==> config.mk <==
export PLATFORM = sky130hd
export DESIGN_NAME = qsn_shift_sched_85b
export DESIGN_NICKNAME = d
export VERILOG_FILES = /design/src/rtl/qsn_shift_sched_85b.sv
export SDC_FILE = /design/constraint.sdc
export NUM_CORES = 1
export LEC_CHECK = 0
export ABC_CLOCK_PERIOD_IN_PS = 7900
export BUFFER_PORTS_ARGS = -buffer_cell sky130_fd_sc_hd__buf_2
export CAP_MARGIN = 10
export CORE_MARGIN = 4
export CORE_UTILIZATION = 36
export CTS_BUF_LIST = sky130_fd_sc_hd__clkbuf_16
export CTS_CLUSTER_DIAMETER = 200
export DETAILED_ROUTE_END_ITERATION = 6
export GPL_ROUTABILITY_DRIVEN = 0
export SLEW_MARGIN = 20
export SYNTH_ARGS = -nofsm -noshare
export SYNTH_HDL_FRONTEND = slang
export SYNTH_SLANG_ARGS = --single-unit
==> constraint.sdc <==
create_clock -name sys_clk -period 7.9 [get_ports sys_clk]
set_input_delay 0.79 -clock sys_clk [delete_from_list [all_inputs] [get_ports sys_clk]]
set_output_delay 0.79 -clock sys_clk [all_outputs]
set_load 0.02 [all_outputs]
==> src/rtl/qsn_shift_sched_85b.sv <==
// Control sequencer for the 85-bit quasi-cyclic shift network: reads a run of shift
// factors from the shift ROM and issues one left/right/merge configuration per cycle.
module qsn_shift_sched_85b #(
    parameter int Z        = 85,
    parameter int SEL_W    = 7,
    parameter int ADDR_W   = 10,
    parameter int LEN_W    = 6,
    parameter int PIPE_LAT = 2
) (
    input  logic              sys_clk,
    input  logic              rstn,
    input  logic              start,
    input  logic [ADDR_W-1:0] base_addr,
    input  logic [LEN_W-1:0]  run_len,
    input  logic              stall,
    output logic              rom_en,
    output logic [ADDR_W-1:0] rom_addr,
    input  logic [SEL_W-1:0]  rom_data,
    output logic [SEL_W-1:0]  left_sel,
    output logic [SEL_W-1:0]  right_sel,
    output logic [Z-2:0]      merge_sel,
    output logic              sel_valid,
    output logic              out_valid,
    output logic              busy,
    output logic              done,
    output logic              shift_err
);

    typedef enum logic [1:0] {IDLE, FETCH, DRAIN} state_t;

    state_t              state_q, state_d;
    logic [ADDR_W-1:0]   addr_q, addr_d;
    logic [LEN_W-1:0]    len_q, len_d;
    logic [LEN_W-1:0]    cnt_q, cnt_d;
    logic                accept;
    logic                rd_vld_q;
    logic                sel_vld_q;
    logic [SEL_W-1:0]    lsel_q, rsel_q;
    logic [Z-2:0]        merge_q;
    logic                err_q;
    logic                pipe_busy;
    logic                inflight;

    logic                s_bad;
    logic [SEL_W-1:0]    s_eff;
    logic [SEL_W-1:0]    rsel_d;
    logic [Z-2:0]        merge_d;

    always_ff @(posedge sys_clk) begin
        if (!rstn) begin
            state_q <= IDLE;
            addr_q  <= '0;
            len_q   <= '0;
            cnt_q   <= '0;
        end else begin
            state_q <= state_d;
            addr_q  <= addr_d;
            len_q   <= len_d;
            cnt_q   <= cnt_d;
        end
    end

    always_comb begin
        state_d = state_q;
        addr_d  = addr_q;
        len_d   = len_q;
        cnt_d   = cnt_q;
        rom_en  = 1'b0;
        done    = 1'b0;
        accept  = 1'b0;
        case (state_q)
            IDLE: begin
                if (start && run_len != '0) begin
                    accept  = 1'b1;
                    addr_d  = base_addr;
                    len_d   = run_len;
                    cnt_d   = '0;
                    state_d = FETCH;
                end
            end
            FETCH: begin
                if (!stall) begin
                    rom_en = 1'b1;
                    addr_d = addr_q + ADDR_W'(1);
                    cnt_d  = cnt_q + LEN_W'(1);
                    if (cnt_q + LEN_W'(1) == len_q)
                        state_d = DRAIN;
                end
            end
            DRAIN: begin
                // Every issued read has left the whole valid chain, so the
                // last out_valid was the previous cycle.
                if (!inflight) begin
                    done    = 1'b1;
                    state_d = IDLE;
                end
            end
            default: state_d = IDLE;
        endcase
    end

    // Out-of-range factors are issued as a zero shift and flagged.
    assign s_bad  = (int'(rom_data) >= Z);
    assign s_eff  = s_bad ? '0 : rom_data;
    assign rsel_d = (s_eff == '0) ? '0 : SEL_W'(Z - int'(s_eff));

    always_comb begin
        merge_d = '0;
        for (int j = 0; j < Z-1; j++)
            merge_d[j] = (s_eff != '0) && (j < Z - int'(s_eff));
    end

    always_ff @(posedge sys_clk) begin
        if (!rstn) begin
            rd_vld_q  <= 1'b0;
            sel_vld_q <= 1'b0;
            lsel_q    <= '0;
            rsel_q    <= '0;
            merge_q   <= '0;
            err_q     <= 1'b0;
        end else begin
            rd_vld_q  <= rom_en;
            sel_vld_q <= rd_vld_q;
            if (accept)
                err_q <= 1'b0;
            if (rd_vld_q) begin
                lsel_q  <= s_eff;
                rsel_q  <= rsel_d;
                merge_q <= merge_d;
                if (s_bad)
                    err_q <= 1'b1;
            end
        end
    end

    // Mirrors the network's output registers; never stalls.
    generate
        if (PIPE_LAT == 0) begin : g_comb
            assign out_valid = sel_vld_q;
            assign pipe_busy = 1'b0;
        end else begin : g_pipe
            logic [PIPE_LAT-1:0] vld_pipe_q;
            always_ff @(posedge sys_clk) begin
                if (!rstn)
                    vld_pipe_q <= '0;
                else
                    vld_pipe_q <= PIPE_LAT'({vld_pipe_q, sel_vld_q});
            end
            assign out_valid = vld_pipe_q[PIPE_LAT-1];
            assign pipe_busy = |vld_pipe_q;
        end
    endgenerate

    assign inflight  = rd_vld_q | sel_vld_q | pipe_busy;
    assign rom_addr  = addr_q;
    assign left_sel  = lsel_q;
    assign right_sel = rsel_q;
    assign merge_sel = merge_q;
    assign sel_valid = sel_vld_q;
    assign busy      = (state_q != IDLE);
    assign shift_err = err_q;

endmodule

==> impl_metrics.env <==
export IMPL_status="complete, no violations"
export IMPL_grt_use_met2=0.302
export IMPL_wl_um=17800
export IMPL_fin_tns_setup_ps=0
export IMPL_synth_edf_count=0
export IMPL_hold_viol_final=0
export IMPL_ys_async_sr_fraction=0
export IMPL_die_y_um=134
export IMPL_core_region_area_um2=15400
export IMPL_maxCapViolCount=0
export IMPL_yosys_cell_types_count=71
export IMPL_hp_class="reg -> reg"
export IMPL_synthAdderAreaFrac=0.00654
export IMPL_rsz0062_at_grt="no"
export IMPL_clk_latency_ps=420
export IMPL_fin_total_pwr_uw=1700
export IMPL_end_kind="flop"
export IMPL_ctsResizeCount=0
export IMPL_num_io_pins=141
export IMPL_avgSynthCellArea_um2=8.52
export IMPL_grt_busiest_layer="met2"
export IMPL_diodes=0
export IMPL_finalCritPeriodShare=0.500
export IMPL_synth_ff_type="dfxtp_1"
export IMPL_holdPathStages=2
export IMPL_slew_limit_headroom=0.325
export IMPL_fin_crit_ps=3950
export IMPL_cts_made_buffers=17
export IMPL_finalMaxSlewViolations=0
export IMPL_fillCellCount=1534
export IMPL_syn_num_nets=704
export IMPL_p_leak_uw=0.00299
export IMPL_fp_dieArea_um2=18000
export IMPL_grt_use_met1=0.270
export IMPL_synth_mux_area_frac=0.0122
export IMPL_synth_cells=674
export IMPL_yosys_warnings=0
export IMPL_rr_worst_depth=4
export IMPL_cts_sinks=127
export IMPL_ir_worst_vdd_v=0.000154
export IMPL_path_clk_slew_ps=60
export IMPL_start_kind="primary input"
export IMPL_cts_buffer_depth=2
export IMPL_drive_gt1_frac=0.266
export IMPL_worstPathMaxFanout=18
export IMPL_grt_pass1_vias=5350
export IMPL_arrival_ps=4210
export IMPL_area_growth_pct=23.7
export IMPL_skew_ps=7.84
export IMPL_worstPathRequired_ps=8160
export IMPL_track_usage=0.196
export IMPL_start_util=0.372
export IMPL_grt_max_degree=89
export IMPL_grt_overflow_total=0
export IMPL_antenna_found_initial=0
export IMPL_std_cell_rows=45
export IMPL_met3_usage=0.0518
export IMPL_synth_area_um2=5740
export IMPL_tightest_slew_ps=1010
export IMPL_setup_viol=0
export IMPL_drc=0
export IMPL_post_cts_buffers=0
export IMPL_power_density_nw_per_um2=239
export IMPL_critPathKind="in -> reg"
export IMPL_synth_simple_gate_area_share=0.195
export IMPL_ys_seq_area_frac=0.443
export IMPL_synth_compound_area_share=0.280
export IMPL_final_nets=814
export IMPL_die_w_um=134
export IMPL_synth_seq_cells=127
export IMPL_cts_hold_buf=0
export IMPL_synth_top_family_by_area="compound AO/OA/AOI/OAI gates"
export IMPL_whs_ps=450
export IMPL_first_pass_iters=5
export IMPL_cts_htree_levels=4
export IMPL_wire_per_inst_um=17.7
export IMPL_grt_pass1_wl_um=28300
export IMPL_dpl_hpwl_um=12200
export IMPL_cts_tree="done"
export IMPL_routed_via_density=5.44
export IMPL_synth_xor_area_share=0.0146
export IMPL_portBuffers=140
export IMPL_postRouteAntennaNets=0
export IMPL_drt_initial_drc_count=403
export IMPL_max_freq_ghz=0.253
export IMPL_routed_via_count=5487
export IMPL_cts_root_buf="clkbuf_16"
worst max-delay path: stages:
cell,delay [ps]
buf_2,150
o211a_1,260
o21ai_2,650
and2_1,250
ha_1,310
o21ai_1,150
xor2_1,540
nand2_1,620
a32oi_1,400
a21oi_1,90
logic make-up (layout without fill, tap and decap cells):
group,Yosys count,after routing
AOI/OAI and AO/OA,241,241
and+or+nand+nor,227,227
adders and majority gates,3,3
DFF,127,127
buffers and inverters,61,184
muxes,7,7
xor gates and xnor gates,8,8
layout by cell type (no fill, tap or decap), types with 5 or more instances in the layout:
cell type    n
a211oi_1     5
a21o_1      10
a21oi_1     80
a21oi_2      6
a22o_1      17
a31oi_1      5
and2_1       7
buf_2      140
clkbuf_16   17
clkinv_2     6
dfxtp_1    127
inv_1        6
mux2i_1      7
nand2_1     96
nand3_1     20
nand3b_1     8
nand4_1      5
nor2_1      37
nor2b_1     10
nor3_1      13
o21a_1       5
o21ai_0     53
o21ai_1      6
o21ai_2     10
o2bb2ai_1    5
xor2_1       7
power breakdown:
part	internal [µW]	switching, µW
combinational	67.7	157
clock	493	295
sequential	665	19.8
final timing paths:
path / from / to / slack (ps)
worst min-delay path: merge_sel[51]$_SDFFE_PN0P_ / merge_sel[51]$_SDFFE_PN0P_ / 450
worst max register to register: rd_vld_q$_SDFF_PN0_ / merge_sel[5]$_SDFFE_PN0P_ / 5350
worst min register to register: merge_sel[51]$_SDFFE_PN0P_ / merge_sel[51]$_SDFFE_PN0P_ / 450
worst max-delay path: rom_data[1] / merge_sel[80]$_SDFFE_PN0P_ / 3950
registers in the layout, summed over array words and instances (netlist names):
register           count
rd_vld_q               1
cnt_q                  6
left_sel               7
g_pipe.vld_pipe_q      2
len_q                  6
state_q                2
merge_sel             84
right_sel              7
shift_err              1
sel_valid              1
rom_addr              10
per-layer routing:
layer	routed length (µm)	share of wire
met2	7980	0.45
met4	294	0.017
met5	0	0
met3	1500	0.084
met1	8020	0.45
synthesized netlist by cell type, drive strengths merged (2+ instances only):
master	n	area, µm²
inv	8	30.0
clkbuf	33	124
o21a	5	37.5
o2bb2ai	5	43.8
o311a	2	20.0
a31oi	5	31.3
a32oi	4	53.8
dfxtp	127	2540
o2111a	2	22.5
nor3	13	65.1
nand4	6	52.6
a21oi	86	453
o21ai	69	379
a21o	10	75.1
nand4b	3	26.3
nor2	37	139
nand3b	8	60.1
nand2	97	367
a31o	2	17.5
a311oi	3	32.5
o31a	3	26.3
and3	4	25.0
nor2b	10	62.6
a22o	17	149
o21bai	2	15.0
or4	5	41.3
buf	20	129
nand3	24	140
o221a	3	33.8
o31ai	3	22.5
xor2	7	61.3
a211o	3	26.3
ha	3	37.5
nand2b	4	25.0
a211oi	6	50.1
mux2i	7	70.1
and2	8	50.1
and4	2	17.5
final cells by class:
cell class | instances | area, µm² | area share
clock buffer | 17 | 425 | 0.0599
clock inverter | 15 | 169 | 0.0238
inverter | 8 | 30.0 | 0.00423
multi-input combinational | 486 | 2940 | 0.414
sequential | 127 | 2540 | 0.358
tap | 211 | 264 | 0.0372
timing repair buffer | 144 | 731 | 0.103
per-stage QoR:
stage                     worst slack, ps   util  instance area (µm²)  std cells
final                                3950  0.460                 7100       1008
after global routing                 3660  0.460                 7100       1008
after CTS                            4020  0.459                 7090       1008
after detailed placement             3620  0.421                 6490        976
after global placement               3800  0.421                 6490        976
after floorplan                      4330      -                 5740        674
No activity file was read; power rests on OpenSTA's default activity.
